`src/rtl/me_sad_if.sv`:
```
// ---------------------------------------------------------------------------
// me_sad_if
// Bundles the signals between the SAD scheduler, the pixel memories, the
// combinational AD array and the search requester.
//
// Signals
//   start      requester -> scheduler  search request
//   ready      scheduler -> requester  scheduler idle, start will be taken
//   rd_en      scheduler -> memories   read strobe (both memories)
//   pix_addr   scheduler -> memories   row-major pixel index
//   batch_idx  scheduler -> ref memory reference batch select
//   psad_fb    scheduler -> AD array   registered per-lane accumulators
//   psad_ad    AD array  -> scheduler  accumulators + |cur - ref| per lane
//   best_sad   scheduler -> requester  minimum SAD found
//   best_idx   scheduler -> requester  global candidate index of best_sad
//   done       scheduler -> requester  one-cycle result-final pulse
//   cycle_cnt  scheduler -> requester  busy cycle count (ME_CYCLE_CNT_EN only)
//
// Modports: master = scheduler side, slave = environment side.
// Optional feature macro: ME_CYCLE_CNT_EN.
// ---------------------------------------------------------------------------
interface me_sad_if #(
    parameter int PIXELS_IN_BATCH = 16,
    parameter int EDGE_LEN        = 8,
    parameter int NUM_BATCHES     = 4,
    parameter int PSAD_BITS       = 14
);
    localparam int N       = EDGE_LEN * EDGE_LEN;
    localparam int ADDR_W  = (N > 1) ? $clog2(N) : 1;
    localparam int BATCH_W = (NUM_BATCHES > 1) ? $clog2(NUM_BATCHES) : 1;
    localparam int IDX_W   = (PIXELS_IN_BATCH * NUM_BATCHES > 1)
                             ? $clog2(PIXELS_IN_BATCH * NUM_BATCHES) : 1;

    logic                                 start;
    logic                                 ready;
    logic                                 rd_en;
    logic [ADDR_W-1:0]                    pix_addr;
    logic [BATCH_W-1:0]                   batch_idx;
    logic [PSAD_BITS*PIXELS_IN_BATCH-1:0] psad_fb;
    logic [PSAD_BITS*PIXELS_IN_BATCH-1:0] psad_ad;
    logic [PSAD_BITS-1:0]                 best_sad;
    logic [IDX_W-1:0]                     best_idx;
    logic                                 done;
`ifdef ME_CYCLE_CNT_EN
    logic [15:0]                          cycle_cnt;

    modport master (
        input  start, psad_ad,
        output ready, rd_en, pix_addr, batch_idx, psad_fb,
               best_sad, best_idx, done, cycle_cnt
    );
    modport slave (
        output start, psad_ad,
        input  ready, rd_en, pix_addr, batch_idx, psad_fb,
               best_sad, best_idx, done, cycle_cnt
    );
`else
    modport master (
        input  start, psad_ad,
        output ready, rd_en, pix_addr, batch_idx, psad_fb,
               best_sad, best_idx, done
    );
    modport slave (
        output start, psad_ad,
        input  ready, rd_en, pix_addr, batch_idx, psad_fb,
               best_sad, best_idx, done
    );
`endif
endinterface

```
`src/rtl/me_sad_scheduler.sv`:
```
// ---------------------------------------------------------------------------
// me_sad_scheduler
// Sequences a stateless combinational AD array for full-search block motion
// estimation. Each batch streams all N pixels of the current block and of
// PIXELS_IN_BATCH reference candidates through the array, feeding the lane
// accumulators back through registers; then the lane SADs are scanned one per
// cycle and the running minimum is kept across NUM_BATCHES batches.
//
// Ports
//   clk   clock, all logic on the rising edge
//   rst   synchronous active-high reset
//   bus   me_sad_if.master (start/ready, memory read port, AD feedback,
//         result best_sad/best_idx/done, optional cycle_cnt)
//
// Optional feature macro: ME_CYCLE_CNT_EN adds a saturating 16-bit count of
// busy cycles on bus.cycle_cnt.
// ---------------------------------------------------------------------------
module me_sad_scheduler #(
    parameter int PIXELS_IN_BATCH = 16,
    parameter int BIT_DEPTH       = 8,
    parameter int EDGE_LEN        = 8,
    parameter int NUM_BATCHES     = 4,
    parameter int PSAD_BITS       = 14
) (
    input  logic    clk,
    input  logic    rst,
    me_sad_if.master bus
);
    localparam int P       = PIXELS_IN_BATCH;
    localparam int N       = EDGE_LEN * EDGE_LEN;
    localparam int ADDR_W  = (N > 1) ? $clog2(N) : 1;
    localparam int BATCH_W = (NUM_BATCHES > 1) ? $clog2(NUM_BATCHES) : 1;
    localparam int LANE_W  = (P > 1) ? $clog2(P) : 1;
    localparam int IDX_W   = (P * NUM_BATCHES > 1) ? $clog2(P * NUM_BATCHES) : 1;

    // Accumulators must hold N worst-case differences without wrapping.
    generate
        if (PSAD_BITS < BIT_DEPTH + $clog2(N)) begin : g_bad_cfg
            $error("PSAD_BITS too small for BIT_DEPTH and EDGE_LEN");
        end
    endgenerate

    typedef enum logic [2:0] {
        S_IDLE,
        S_READ,
        S_WAIT,
        S_SCAN,
        S_DONE
    } state_t;

    state_t               state_q, state_d;
    logic [ADDR_W-1:0]    pix_q, pix_d;
    logic [LANE_W-1:0]    lane_q, lane_d;
    logic [BATCH_W-1:0]   batch_q, batch_d;
    logic [PSAD_BITS-1:0] best_sad_q, best_sad_d;
    logic [IDX_W-1:0]     best_idx_q, best_idx_d;
    logic                 rd_vld_q;
    logic                 clr_acc;
    logic [PSAD_BITS-1:0] psad_q [P];
    logic [PSAD_BITS-1:0] lane_sad;
    logic [IDX_W-1:0]     cand_idx;

    assign lane_sad = psad_q[lane_q];
    assign cand_idx = IDX_W'(batch_q) * IDX_W'(P) + IDX_W'(lane_q);

    // -----------------------------------------------------------------------
    // State registers
    // -----------------------------------------------------------------------
    always_ff @(posedge clk) begin
        if (rst) begin
            state_q    <= S_IDLE;
            pix_q      <= '0;
            lane_q     <= '0;
            batch_q    <= '0;
            best_sad_q <= '0;
            best_idx_q <= '0;
            rd_vld_q   <= 1'b0;
        end else begin
            state_q    <= state_d;
            pix_q      <= pix_d;
            lane_q     <= lane_d;
            batch_q    <= batch_d;
            best_sad_q <= best_sad_d;
            best_idx_q <= best_idx_d;
            // Memory data arrives one cycle after the read strobe.
            rd_vld_q   <= (state_q == S_READ);
        end
    end

    // -----------------------------------------------------------------------
    // Next-state logic
    // -----------------------------------------------------------------------
    always_comb begin
        state_d    = state_q;
        pix_d      = pix_q;
        lane_d     = lane_q;
        batch_d    = batch_q;
        best_sad_d = best_sad_q;
        best_idx_d = best_idx_q;
        clr_acc    = 1'b0;

        case (state_q)
            S_IDLE: begin
                if (bus.start) begin
                    best_sad_d = '1;
                    best_idx_d = '0;
                    batch_d    = '0;
                    pix_d      = '0;
                    clr_acc    = 1'b1;
                    state_d    = S_READ;
                end
            end
            S_READ: begin
                if (pix_q == ADDR_W'(N - 1)) begin
                    pix_d   = '0;
                    state_d = S_WAIT;
                end else begin
                    pix_d = pix_q + 1'b1;
                end
            end
            S_WAIT: begin
                // The last pixel's PSAD is captured at the end of this cycle.
                lane_d  = '0;
                state_d = S_SCAN;
            end
            S_SCAN: begin
                // Strict compare: on ties the earlier (lower) index survives.
                if (lane_sad < best_sad_q) begin
                    best_sad_d = lane_sad;
                    best_idx_d = cand_idx;
                end
                if (lane_q == LANE_W'(P - 1)) begin
                    lane_d = '0;
                    if (batch_q == BATCH_W'(NUM_BATCHES - 1)) begin
                        state_d = S_DONE;
                    end else begin
                        batch_d = batch_q + 1'b1;
                        pix_d   = '0;
                        clr_acc = 1'b1;
                        state_d = S_READ;
                    end
                end else begin
                    lane_d = lane_q + 1'b1;
                end
            end
            S_DONE: begin
                state_d = S_IDLE;
            end
            default: begin
                state_d = S_IDLE;
            end
        endcase
    end

    // -----------------------------------------------------------------------
    // Lane accumulators: cleared on READ entry, loaded from the AD array
    // whenever memory data is valid. Entry into READ never coincides with
    // rd_vld, so clear and load cannot collide.
    // -----------------------------------------------------------------------
    genvar gi;
    generate
        for (gi = 0; gi < P; gi++) begin : g_lane
            always_ff @(posedge clk) begin
                if (rst) begin
                    psad_q[gi] <= '0;
                end else if (clr_acc) begin
                    psad_q[gi] <= '0;
                end else if (rd_vld_q) begin
                    psad_q[gi] <= bus.psad_ad[gi*PSAD_BITS +: PSAD_BITS];
                end
            end
            assign bus.psad_fb[gi*PSAD_BITS +: PSAD_BITS] = psad_q[gi];
        end
    endgenerate

    // -----------------------------------------------------------------------
    // Outputs
    // -----------------------------------------------------------------------
    assign bus.ready     = (state_q == S_IDLE);
    assign bus.rd_en     = (state_q == S_READ);
    assign bus.pix_addr  = pix_q;
    assign bus.batch_idx = batch_q;
    assign bus.best_sad  = best_sad_q;
    assign bus.best_idx  = best_idx_q;
    assign bus.done      = (state_q == S_DONE);

`ifdef ME_CYCLE_CNT_EN
    // cyc_q counts completed busy cycles; the output includes the current
    // busy cycle, so it reads the done cycle number at done and keeps that
    // value through IDLE.
    logic [15:0] cyc_q;

    always_ff @(posedge clk) begin
        if (rst) begin
            cyc_q <= '0;
        end else if (state_q == S_IDLE) begin
            if (bus.start) begin
                cyc_q <= '0;
            end
        end else if (cyc_q != 16'hFFFF) begin
            cyc_q <= cyc_q + 16'd1;
        end
    end

    assign bus.cycle_cnt = ((state_q != S_IDLE) && (cyc_q != 16'hFFFF))
                           ? cyc_q + 16'd1 : cyc_q;
`endif

endmodule

```
`src/flat_wrapper.sv`:
```
// flat-port wrapper written by rule: the top's interface ports become plain ports
module me_sad_scheduler_flat 
#(
    parameter int PIXELS_IN_BATCH = 16,
    parameter int BIT_DEPTH       = 8,
    parameter int EDGE_LEN        = 8,
    parameter int NUM_BATCHES     = 4,
    parameter int PSAD_BITS       = 14
)
  (clk, rst, bus_start, bus_psad_ad, bus_ready, bus_rd_en, bus_pix_addr, bus_batch_idx, bus_psad_fb, bus_best_sad, bus_best_idx, bus_done);
  me_sad_if #(.PIXELS_IN_BATCH(PIXELS_IN_BATCH), .EDGE_LEN(EDGE_LEN), .NUM_BATCHES(NUM_BATCHES), .PSAD_BITS(PSAD_BITS)) bus_i ();
  input  logic clk;
  input  logic rst;
  input wire logic [$bits(bus_i.start)-1:0] bus_start;
  input wire logic [$bits(bus_i.psad_ad)-1:0] bus_psad_ad;
  output wire logic [$bits(bus_i.ready)-1:0] bus_ready;
  output wire logic [$bits(bus_i.rd_en)-1:0] bus_rd_en;
  output wire logic [$bits(bus_i.pix_addr)-1:0] bus_pix_addr;
  output wire logic [$bits(bus_i.batch_idx)-1:0] bus_batch_idx;
  output wire logic [$bits(bus_i.psad_fb)-1:0] bus_psad_fb;
  output wire logic [$bits(bus_i.best_sad)-1:0] bus_best_sad;
  output wire logic [$bits(bus_i.best_idx)-1:0] bus_best_idx;
  output wire logic [$bits(bus_i.done)-1:0] bus_done;
  assign bus_i.start = bus_start;
  assign bus_i.psad_ad = bus_psad_ad;
  assign bus_ready = bus_i.ready;
  assign bus_rd_en = bus_i.rd_en;
  assign bus_pix_addr = bus_i.pix_addr;
  assign bus_batch_idx = bus_i.batch_idx;
  assign bus_psad_fb = bus_i.psad_fb;
  assign bus_best_sad = bus_i.best_sad;
  assign bus_best_idx = bus_i.best_idx;
  assign bus_done = bus_i.done;
  me_sad_scheduler #(.PIXELS_IN_BATCH(PIXELS_IN_BATCH), .BIT_DEPTH(BIT_DEPTH), .EDGE_LEN(EDGE_LEN), .NUM_BATCHES(NUM_BATCHES), .PSAD_BITS(PSAD_BITS)) u_core (.clk(clk), .rst(rst), .bus(bus_i));
endmodule
```
`config.mk`:
```
export PLATFORM = sky130hd
export DESIGN_NAME = me_sad_scheduler_flat
export DESIGN_NICKNAME = d
export VERILOG_FILES = /design/src/rtl/me_sad_if.sv /design/src/rtl/me_sad_scheduler.sv /design/src/flat_wrapper.sv
export SDC_FILE = /design/constraint.sdc
export NUM_CORES = 1
export LEC_CHECK = 0
export CORE_AREA = 2 2 190 192
export CTS_CLUSTER_SIZE = 24
export DETAILED_ROUTE_END_ITERATION = 10
export DIE_AREA = 0 0 192 194
export GPL_TIMING_DRIVEN = 0
export PLACE_DENSITY = 0.78
export SYNTH_ARGS = -nofsm -noshare
export SYNTH_HDL_FRONTEND = slang
export SYNTH_SLANG_ARGS = --single-unit
```
`constraint.sdc`:
```
create_clock -name clk -period 6.4 [get_ports clk]
set_input_delay 0.64 -clock clk [delete_from_list [all_inputs] [get_ports clk]]
set_output_delay 0.64 -clock clk [all_outputs]
set_load 0.01 [all_outputs]
```
# --- After elaboration in Yosys (flattened, before gate mapping) ---
# Memory sizes are Yosys's and may differ from the RTL's. A register that Yosys moved wholly into a read port is not among the register bits.
# Index checks and enable logic that the tools add are counted.
# W data, S select, Z words.
op_classes:
  n_div: 0
  reduce_logical: 8
  add_sub_neg: 4
  magnitude_cmp: 1
  n_bitwise: 32
  n_eq_ne: 12
  muxes: 68
  multipliers: 0
  shifts: 0
ops:
  columns: ["operator", "count"]
  rows:
  - ["$mux W14", 34]
  - ["$or A1 B1 Y1", 32]
  - ["$mux W6", 5]
  - ["$pmux W14 S2", 1]
  - ["$pmux W6 S3", 1]
  - ["$lt A14 B14 Y1", 1]
  - ["$mux W1", 12]
  - ["$mux W3", 4]
  - ["$mux W4", 3]
  - ["$pmux W3 S4", 1]
  - ["$pmux W6 S2", 1]
  - ["$pmux W4 S2", 1]
  - ["$reduce_and A4 Y1", 2]
  - ["$add A6 B1 Y6 const B", 1]
  - ["$add A6 B4 Y6", 1]
  - ["$eq A3 B2 Y1 const B", 2]
  - ["$eq A6 B6 Y1 const B", 1]
  - ["$mux W2", 3]
  - ["$ne A2 B1 Y1 const B", 3]
  - ["$reduce_and A3 Y1", 2]
  - ["$add A4 B1 Y4 const B", 1]
  - ["$eq A4 B4 Y1 const B", 1]
  - ["$ne A2 B2 Y1 const B", 2]
  - ["$pmux W2 S2", 1]
  - ["other kinds (8)", 9]
word_totals:
  in_bits: 227
  rom_bits: 0
  regBits: 36
  memories: 1
  latchBits: 0
  ramBits: 224
mem_list:
  columns: ["memory", "words", "word_bits", "rd", "rd_ports_with_merged_regs", "write_ports", "line_no", "text"]
  rows:
  - ["u_core.psad_q", 16, 14, 17, 1, 16, "me_sad_scheduler.sv:59", "logic [PSAD_BITS-1:0] psad_q [P];"]

# --- Depth between registers and ports, before layout ---
# Gate-level depths: netlist of run 1.
depth:
  word_depth: 9
  ltp_mapped: 16

# --- Least setup slack after synthesis of run 1 ---
# Ideal clock, no wire load.
synth_timing:
  kind: "flip-flop to flip-flop"
  from: "register u_core.state_q[1]"
  to: "memory u_core.psad_q[0][0], enable pin"
  setup_slack_ps: 238
  required_time_ps: 5817
  synth_period_minus_slack_ps: 6162
  arrival_time_ps: 5579
  path_buffers: 1
  setup_time_ps: 583
  path_stages_with_launch: 6
  cell_sequence: "dfxtp_1 -> buf_4 -> nor3_2 -> nand2_1 -> o21ai_1 -> or3_1"
synth_rtl:
  columns: ["item", "line_no", "text"]
  rows:
  - ["start: declaration", "me_sad_scheduler.sv:51", "state_t state_q, state_d;"]
  - ["start signal: assignment", "me_sad_scheduler.sv:79", "state_q <= state_d;"]
  - ["end: declaration", "me_sad_scheduler.sv:59", null]

==> results of run 1 <==
==> per-layer routing <==
layer  vias up  part of all wire, %  track usage [%]
met4         0                  2.3             7.01
met2       519                   50             41.8
met1      4700                   40             32.8
li1       4323                    -                -
met5         -                    0                0
met3        65                  8.4             5.54
==> metrics by stage <==
step | setup slack (ns) | hold slack, ns | total power, mW | utilization [%]
3_5_place_dp | 2.13 | 0.478 | 3.46 | 50.6
2_1_floorplan | 0.238 | 0.476 | 2.71 | -
6_report | 2.11 | 0.490 | 5.14 | 53.3
3_3_place_gp | -2.44 | 0.466 | 3.47 | 50.3
5_1_grt | 1.70 | 0.523 | 5.32 | 53.3
4_1_cts | 2.08 | 0.487 | 5.17 | 53.3
==> worst reg2reg max path, cell delays in order, from the launching register on <==
cell and delay [ns]:
dfxtp_1 0.46, buf_2 0.36, buf_2 0.44, mux4_2 0.44, mux2_2 0.34, nor2_1 0.11, a21oi_1 0.07, ha_1 0.34
nand4_1 0.15, a211oi_1 0.33, nand2_1 0.10, o211ai_1 0.18, buf_2 0.28, clkbuf_1 0.41, o41ai_1 0.16
==> synth_stat cells, types with 4 or more instances <==
| cell type | count | area share [%] |
|---|---|---|
| ha_1 | 16 | 1.6 |
| inv_1 | 18 | 0.55 |
| mux2i_1 | 22 | 1.8 |
| buf_1 | 4 | 0.12 |
| dfxtp_1 | 40 | 6.5 |
| buf_2 | 12 | 0.49 |
| nand3_1 | 5 | 0.20 |
| or3_1 | 8 | 0.41 |
| nand2_1 | 14 | 0.43 |
| mux4_2 | 53 | 9.7 |
| o21ai_0 | 14 | 0.57 |
| buf_4 | 10 | 0.61 |
| clkbuf_1 | 35 | 1.1 |
| edfxtp_1 | 224 | 55 |
| nor2_1 | 60 | 1.8 |
| and2_1 | 224 | 11 |
| a31o_2 | 13 | 0.92 |
| buf_6 | 4 | 0.37 |
| o41ai_1 | 13 | 0.92 |
| a21oi_1 | 29 | 1.2 |
| o21ai_1 | 12 | 0.49 |
| mux2_2 | 14 | 1.3 |
| nand4_1 | 4 | 0.20 |
==> how the worst min path moves through the flow <==
stage,to,slack (ns)
2_1_floorplan,flop,0.48
3_5_place_dp,u_core.bus.best_idx[5],0.48
5_1_grt,u_core.bus.best_idx[2],0.52
4_1_cts,u_core.bus.best_idx[5],0.49
3_3_place_gp,u_core.bus.best_idx[3],0.47
6_report,u_core.bus.best_idx[2],0.49
==> logic make-up after synthesis <==
kind of cell,Yosys count,share of synthesized area [%]
flip-flops,264,61.0
adder cells (fa/ha/maj),16,1.62
buffers and inverters,83,3.20
XOR/XNOR,5,0.355
AND/OR/NAND/NOR,338,15.8
AO/OA/AOI/OAI,98,5.22
multiplexers,89,12.7
==> cell type report <==
class | instances | area [sq um] | share of cell area (%)
inverter | 18 | 67.6 | 0.360
antenna | 8 | 20.0 | 0.107
tap | 461 | 577 | 3.07
clock buffer | 36 | 795 | 4.23
multi-input combinational | 546 | 4420 | 23.5
timing repair buffer | 484 | 4900 | 26.1
sequential | 264 | 7530 | 40.1
buffer | 65 | 327 | 1.74
clock inverter | 19 | 164 | 0.872
==> power groups by stage <==
stage          Clock (mW)  Combinational [mW]  Sequential, mW
5_1_grt              1.79                1.26            2.26
3_5_place_dp            0                1.19            2.27
4_1_cts              1.73                1.20            2.24
3_3_place_gp            0                1.17            2.31
2_1_floorplan           0               0.363            2.35
6_report             1.71                1.19            2.24
==> state kept, by name, summed over array words and instances (netlist names), named ones only <==
register              flops
u_core.psad_q           224
u_core.bus.best_sad      14
u_core.bus.best_idx       6
u_core.bus.pix_addr       6
u_core.lane_q             4
u_core.state_q            3
u_core.bus.batch_idx      2
u_core.rd_vld_q           1
==> summary.txt, run 1 <==
Clock Sink Count: 264
Mapped Nets: 1136
NetSw: 1.41 mW
Max-Cap Viols: 0
VDD IR-drop max: 0.000255 V
Fin Setup TNS: 0 ns
Root buffer cell: clkbuf_16
CTS tree: done
WP depth: 14
Vias in the first global route: 9811
Dominant synthesized flop cell: edfxtp_1
Mapped cell area: 12300 sq um
Core area: 35200 sq um
Cells after Synth: 893
Synth Register Bits: 264
Final WL: 47300 um
Fin. max-slew vios: 0
Sum of buffers and inverters on the critical path: 4
CP required: 6.83 ns
Worst-margin pin slew: 0.880 ns
Clock insertion delay at the later pin of the skew report: 0.57 ns
I/O Pins: 482
Sequential share of the synthesized area: 61.0%
HP Class: reg -> reg
DPL Wire Length: 37500 um
Critical path class: reg -> reg
Clock Pin Slew Worst Setup and Hold Paths: 0.06 ns
End of the critical path: u_core.bus.best_sad[2]
Max stage delay on crit path: 0.46 ns
Initial DRC count: 724
Gpl congestion: 0.872
Clock power share: 33.2%
Clk_skew: 0.0156 ns
Final ANT Viol Nets: 0
Slew headroom: 41.3%
CTS HTree Levels: 1
Post-synth EDFFs: 224
Fin cells: 1901
Post-CTS sizing: 0
Clock buffer count from CTS: 30
R2R Path End: u_core.bus.best_sad[2]
DRT Pass-1 Iters: 5
Crit path max fanout: 10
Synth warnings: 0
Via-to-Cell Ratio: 5.05
Synth cell types: 51
Post-Place Cell Area: 17800 sq um
Crit. End Element: flop
Cts hold-fix bufs: 0
Initial antenna violation count: 10
Int Pwr: 3.73 mW
Largest net degree at the start of global routing: 65
# port buffers: 481
Area Growth Syn to Fin: 52.4%
DR vias: 9607
Tmin final: 4.29 ns
First-pass GRT wire length: 67200 um
DRC Markers: 0
Row cnt: 69
Worst R2R Path Depth: 14
Die height: 194 um
Syn avg cell area: 13.8 sq um
Routed WL per cell: 24.9 um
CP dominant cell by count: buf_2
Final setup viols: 0
Flop pwr share: 43.7%
Reg2reg setup slack: 2.11 ns
Post-CTS setup buffers: 0
Outcome: finished clean
Initial Util: 35.0%
Die W: 192 um
Share of post-route cells with drive strength above 1: 11.0%
Final #Nets: 1652
Worst path cell trace: buf_2 -> buf_2 -> mux4_2 -> mux2_2 -> nor2_1 -> a21oi_1 -> ha_1 -> nand4_1 -> a211oi_1 -> nand2_1 -> o211ai_1 -> buf_2 -> clkbuf_1 -> o41ai_1
Post-synthesis async set-or-reset flop share: 0%
Cells after DPL: 1838
Hold depth: 2
Fmax: 233 MHz
Pwr Density: 273 nW/um^2
CP delay by family, top: buffers and inverters
Final Cycle Share: 67.1%
CP Launch Type: flop
Final hold vios: 0
Worst Path Arrival: 4.72 ns
Switching Fraction: 27.4%
Max Buffers Root-to-Sink: 3
Pleak: 6.90 nW
DIE AREA: 37200 sq um
Hold Crit Start: u_core.bus.best_idx[2]
Slowest stage cell, crit path: dfxtp_1
Commonest non-fill, non-tap cell in the layout: clkdlybuf4s50_1
FILL cells: 3005
Global route overflow: 0
Gr usage total: 25.1%
Logic gate share of total power: 23.1%
RSZ-0062 raised after global routing: false
Most frequent cells in the layout: 481 x clkdlybuf4s50_1, 224 x and2_1, 224 x edfxtp_1, 60 x nor2_1, 53 x mux4_2
Finished Cell Area: 18800 sq um
Note: power is estimated with default switching activity, not from simulation.
==> inputs of run 2 (changes only) <==
==> constraint.sdc (replaced) <==
create_clock -name clk -period 3.94 [get_ports clk]
set_input_delay 0.394 -clock clk [delete_from_list [all_inputs] [get_ports clk]]
set_output_delay 0.394 -clock clk [all_outputs]
set_load 0.01 [all_outputs]
==> run 2 against run 1 <==
Register-to-register slack worse by 1.9 ns. Wire length up 2.1%. Combinational power rose by 66%. Maximum frequency increased by 14%. Clock skew rose by 0.0099 ns. Highest routed layer is now met5.
==> summary.txt, run 2 (same netlist as run 1, synthesis figures left out) <==
Pleak: 6.97 nW (+1.1%)
Share of post-route cells with drive strength above 1: 12.5% (+1.5 points)
Met3 global-route usage: 6.73% (+1.2 points)
CP delay by family, top: multiplexers
Clock insertion delay at the later pin of the skew report: 0.58 ns (about the same)
Row cnt: 69 (unchanged)
Final setup viols: 0 (unchanged)
Tmin final: 3.77 ns (-0.521 ns)
Worst path cell trace: buf_4 -> buf_12 -> buf_12 -> mux4_2 -> mux2_2 -> nor2_1 -> a21oi_1 -> ha_1 -> nand4_1 -> a211oi_2 -> o211ai_1 -> a211oi_4 -> buf_6 -> buf_4 -> o41ai_2
Routed WL per cell: 25.4 um (+2.1%)
Worst-margin pin slew: 0.816 ns (-0.0634 ns)
Met2 usage: 43.4% (+1.6 points)
Max-Cap Viols: 0 (unchanged)
Reg with most FFs: u_core.psad_q
Fin Setup TNS: 0 ns (unchanged)
Hold slack: 0.465 ns (-0.0256 ns)
Outcome: finished clean
Largest net degree at the start of global routing: 69 (+6.2%)
I/O Pins: 482 (unchanged)
HP Class: in -> reg
Slew headroom: 45.6% (+4.2 points)
Fin. max-slew vios: 0 (unchanged)
WP depth: 15 (+1)
DR vias: 9747 (+1.5%)
Max FFs per register: 224 (unchanged)
FILL cells: 3045 (+1.3%)
Clock Sink Count: 264 (unchanged)
DPL Wire Length: 37700 um (+0.62%)
Gr usage total: 25.5% (+0.46 points)
Slowest stage cell, crit path: mux4_2
Final hold vios: 0 (unchanged)
Root buffer cell: clkbuf_16
Fmax: 265 MHz (+14%)
DIE AREA: 37200 sq um (unchanged)
VDD IR-drop max: 0.000322 V (+26%)
Critical path class: reg -> reg
Max Buffers Root-to-Sink: 3 (unchanged)
Worst R2R Path Depth: 15 (+1)
Final WL: 48300 um (+2.1%)
CTS tree: done
Die W: 192 um (unchanged)
CP required: 4.36 ns (-2.47 ns)
Initial antenna violation count: 9 (-1)
Clock Pin Slew Worst Setup and Hold Paths: 0.06 ns (about the same)
Max stage delay on crit path: 0.57 ns (+0.11 ns)
Worst Path Arrival: 4.19 ns (-0.53 ns)
Final Cycle Share: 95.8% (+29 points)
Core area: 35200 sq um (unchanged)
Fin cells: 1901 (unchanged)
Crit. End Element: flop
Clk_skew: 0.0254 ns (+0.00989 ns)
Busiest layer in global routing: met2
Final Core Density: 53.7% (+0.36 points)
Area Growth Syn to Fin: 53.4%
# port buffers: 481 (unchanged)
Vias in the first global route: 10000 (+2.4%)
Commonest non-fill, non-tap cell in the layout: clkdlybuf4s50_1
Crit path max fanout: 10 (unchanged)
Most frequent cells in the layout: 481 x clkdlybuf4s50_1, 224 x and2_1, 224 x edfxtp_1, 60 x nor2_1, 53 x mux4_2
Gpl congestion: 0.883 (+1.3%)
Final #Nets: 1654 (+0.12%)
Hold depth: 2 (unchanged)
CP Launch Type: flop
DRT Pass-1 Iters: 5 (unchanged)
First-pass GRT wire length: 68200 um (+1.5%)
Pwr Total: 8.33 mW (+62%)
Initial DRC count: 662 (-8.6%)
Final ANT Viol Nets: 0 (unchanged)
Pwr Density: 440 nW/um^2 (+61%)
Die height: 194 um (unchanged)
Cells after DPL: 1838 (unchanged)
DRC Markers: 0 (unchanged)
Global route overflow: 0 (unchanged)
RSZ-0062 raised after global routing: false
Via-to-Cell Ratio: 5.13 (+1.5%)
Clock buffer count from CTS: 30 (unchanged)
Initial Util: 35.0% (unchanged)
Grt met1 use: 31.6% (-1.2 points)
CTS HTree Levels: 1 (unchanged)
Sum of buffers and inverters on the critical path: 5 (+1)
[run 2: changes by cell type in the layout (fill, tap and decap cells not counted), sizes merged]
| cell | delta |
|---|---|
| clkinvlp | +1 |
| diode | -3 |
| buf | -2 |
| inv | +1 |
| clkbuf | +4 |
| bufinv | -1 |
[run 2: per-layer routing]
| layer | routed length (um) | up-vias |
|---|---|---|
| li1 | - | 4325 |
| met1 | 18700 | 4851 |
| met2 | 23900 | 473 |
| met3 | 4110 | 90 |
| met4 | 1500 | 8 |
| met5 | 54 | - |
[run 2: final cells by class]
cell class	count	area, sq um	share of cell area [%]
Buffer	65	383	2.02
Timing Repair Buffer	486	4910	26.0
Antenna cell	5	12.5	0.0661
Tap cell	461	577	3.05
Sequential cell	264	7530	39.8
Multi-Input combinational cell	546	4500	23.8
Clock inverter	20	169	0.893
Clock buffer	36	773	4.09
Inverter	18	67.6	0.357
[run 2: final timing paths]
check / from / end / slack [ns]
worst min-delay path: bus_psad_ad[115] / u_core.psad_q[8][3] / 0.46
worst min register to register: u_core.bus.best_idx[3] / u_core.bus.best_idx[3] / 0.48
worst max-delay path: flop / u_core.bus.best_sad[11] / 0.17
worst max register to register: flop / u_core.bus.best_sad[11] / 0.17
[run 2: metrics by stage]
step                worst slack, ns  instance area (sq um)
finish                        0.167                  18900
CTS                         0.00398                  18800
global route                0.00869                  18900
detailed placement           -0.350                  17800
global placement             -0.322                  17700
floorplan                     0.655                  12300
[run 2: what timing repair did]
action	in CTS	in global routing
gates resized for setup	14	19
pin swaps	0	2
setup buffers	0	2
setup endpoints to repair	20	19
hold buffers	0	0
[run 2: power by group]
| group | internal, mW | switching (mW) | leakage [nW] | total, mW |
|---|---|---|---|---|
| sequential | 3.42 | 0.228 | 2.77 | 3.64 |
| combinational | 1.05 | 0.920 | 3.74 | 1.97 |
| clock | 1.53 | 1.19 | 0.459 | 2.72 |
[run 2: worst reg2reg max path, cell delays in order, from the launching register on]
cell      delay (ns)
dfxtp_1         0.31
buf_4           0.16
buf_12          0.14
buf_12          0.16
mux4_2          0.57
mux2_2          0.34
nor2_1          0.11
a21oi_1         0.07
ha_1            0.35
nand4_1         0.15
a211oi_2        0.27
o211ai_1        0.18
a211oi_4        0.28
buf_6           0.19
buf_4           0.22
o41ai_2         0.10
==> inputs of run 3 (changes only) <==
--- a/config.mk
+++ b/config.mk
@@ -5,6 +5,7 @@
 export SDC_FILE = /design/constraint.sdc
 export NUM_CORES = 1
 export LEC_CHECK = 0
+export CAP_MARGIN = 20
 export CORE_AREA = 2 2 190 192
 export CTS_CLUSTER_SIZE = 24
 export DETAILED_ROUTE_END_ITERATION = 10
==> run 3 against run 2 <==
First-iteration DRC count grew 8.2%. Sequential share of layout area about the same. Critical path type unchanged. Utilization hardly changed. Highest routed layer unchanged. Clock skew is 0.0093 ns lower. Clock-buffer cell count increased by 3. Sequential power is essentially flat. Combinational power is essentially flat. Die area did not move. Final cell count shrank 0.11%.
==> summary.txt, run 3 (same netlist as run 1, synthesis figures left out) <==
Outcome: finished clean
Core area: 35200 sq um (unchanged)
Max-Cap Viols: 0 (unchanged)
Clock Pin Slew Worst Setup and Hold Paths: 0.06 ns (about the same)
DRC Markers: 0 (unchanged)
DIE AREA: 37200 sq um (unchanged)
Final Cycle Share: 96.5% (+0.75 points)
Vias in the first global route: 9936 (-1.1%)
CP dominant cell by count: buf_2
Post-Place Cell Area: 17800 sq um (unchanged)
Initial antenna violation count: 5 (-4)
Max Buffers Root-to-Sink: 3 (unchanged)
Fmax: 263 MHz (-0.78%)
Final hold vios: 0 (unchanged)
Row cnt: 69 (unchanged)
Clock Sink Count: 264 (unchanged)
HP Class: in -> reg
Pwr Total: 8.32 mW (-0.16%)
Commonest non-fill, non-tap cell in the layout: clkdlybuf4s50_1
Reg with most FFs: u_core.psad_q
Critical path class: reg -> reg
Via-to-Cell Ratio: 5.14 (+0.25%)
CP delay by family, top: buffers and inverters
Worst-margin pin slew: 0.835 ns (+0.0187 ns)
Tmin final: 3.80 ns (+0.0296 ns)
First-pass GRT wire length: 67900 um (-0.44%)
Finished Cell Area: 18900 sq um (about the same)
CP Launch Type: flop
Sum of buffers and inverters on the critical path: 5 (unchanged)
Area Growth Syn to Fin: 53.3% (about the same)
Worst path cell trace: buf_2 -> buf_2 -> clkbuf_4 -> mux2i_1 -> a21oi_1 -> ha_1 -> nand4_1 -> a211oi_2 -> o211ai_1 -> a211oi_4 -> buf_6 -> buf_4 -> o41ai_2
Share of post-route cells with drive strength above 1: 12.2% (-0.26 points)
CTS tree: done
Initial DRC count: 716 (+8.2%)
DR vias: 9761 (+0.14%)
Crit. End Element: flop
Initial Util: 35.0% (unchanged)
DPL Wire Length: 37800 um (+0.23%)
Max stage delay on crit path: 0.49 ns (-0.08 ns)
Gr usage total: 25.5% (-0.033 points)
CP required: 4.35 ns (about the same)
Slowest stage cell, crit path: mux2i_1
Hold slack: 0.477 ns (+0.0119 ns)
Final setup viols: 0 (unchanged)
CTS HTree Levels: 1 (unchanged)
Pwr Density: 440 nW/um^2 (about the same)
# port buffers: 481 (unchanged)
DRT Pass-1 Iters: 5 (unchanged)
Crit path max fanout: 10 (unchanged)
Root buffer cell: clkbuf_16
Final WL: 48500 um (+0.29%)
Global route overflow: 0 (unchanged)
VDD IR-drop max: 0.000279 V (-13%)
Fin Setup TNS: 0 ns (unchanged)
Cells after DPL: 1838 (unchanged)
Routed WL per cell: 25.5 um (+0.40%)
Die height: 194 um (unchanged)
Clock insertion delay at the later pin of the skew report: 0.57 ns (about the same)
Gpl congestion: 0.883 (unchanged)
I/O Pins: 482 (unchanged)
Pleak: 6.96 nW (-0.12%)
Fin. max-slew vios: 0 (unchanged)
Final #Nets: 1653 (-0.060%)
Worst Path Arrival: 4.22 ns (+0.03 ns)
Fin cells: 1899 (-0.11%)
Clk_skew: 0.0161 ns (-0.00931 ns)
Final ANT Viol Nets: 0 (unchanged)
Max FFs per register: 224 (unchanged)
Clock buffer count from CTS: 29 (-3.3%)
Cts hold-fix bufs: 0 (unchanged)
Slew headroom: 44.3% (-1.2 points)
Most frequent cells in the layout: 481 x clkdlybuf4s50_1, 224 x and2_1, 224 x edfxtp_1, 60 x nor2_1, 53 x mux4_2
Die W: 192 um (unchanged)
Largest net degree at the start of global routing: 69 (unchanged)
-- run 3: cell types whose count changed in the layout (fill, tap and decap cells not counted) --
cell,previous run,this run
buf_6,6,7
clkinv_2,8,5
clkinv_8,1,0
clkbuf_4,4,3
clkbuf_8,0,1
clkinvlp_2,1,0
clkbuf_1,39,41
-- run 3: layout make-up --
cell class,instances,area [sq um]
diodes,5,12.5
clock inverters,15,133
well taps,461,577
clock buffers,39,795
inverters,18,67.6
multi-input cells,546,4500
plain buffers,65,387
flip-flops and latches,264,7530
repair buffers,486,4910
fillers,3044,16300
-- run 3: through the flow --
step / utilization, % / setup WS (ns)
after CTS: 53.3 / 0.000664
after detailed placement: 50.6 / -0.345
after global placement: 50.3 / -0.322
after floorplan: - / 0.655
final: 53.7 / 0.138
after global routing: 53.7 / -0.0199
-- run 3: path summary, 6_finish.rpt --
path	cells past startpoint	slack, ns	endpoint	startpoint
hold reg to reg	2	0.48	u_core.bus.best_idx[3]	u_core.bus.best_idx[3]
hold / removal	2	0.48	u_core.psad_q[14][13]	bus_psad_ad[209]
setup / recovery	13	0.14	u_core.bus.best_sad[10]	flop
setup reg to reg	13	0.14	u_core.bus.best_sad[10]	flop
-- run 3: what timing repair did --
item | 4_1_cts | 5_1_grt
setup endpoints to repair | 20 | 20
gates resized for setup | 12 | 25
setup buffers | 0 | 2
pin swaps | 0 | 2
-- run 3: where the power goes --
part / switching [mW] / internal [mW] / leakage [nW]
sequential: 0.227 / 3.41 / 2.77
clock: 1.16 / 1.54 / 0.449
combinational: 0.926 / 1.05 / 3.74
total: 2.31 / 6.01 / 6.96
-- run 3: per-layer routing --
metal / track usage, % / vias to the layer above / part of all wire (%)
met2: 43.0 / 461 / 50
met4: 7.89 / 2 / 2.8
met3: 5.92 / 76 / 7.8
met1: 32.4 / 4906 / 39
met5: 0 / - / 0.027
li1: - / 4316 / -
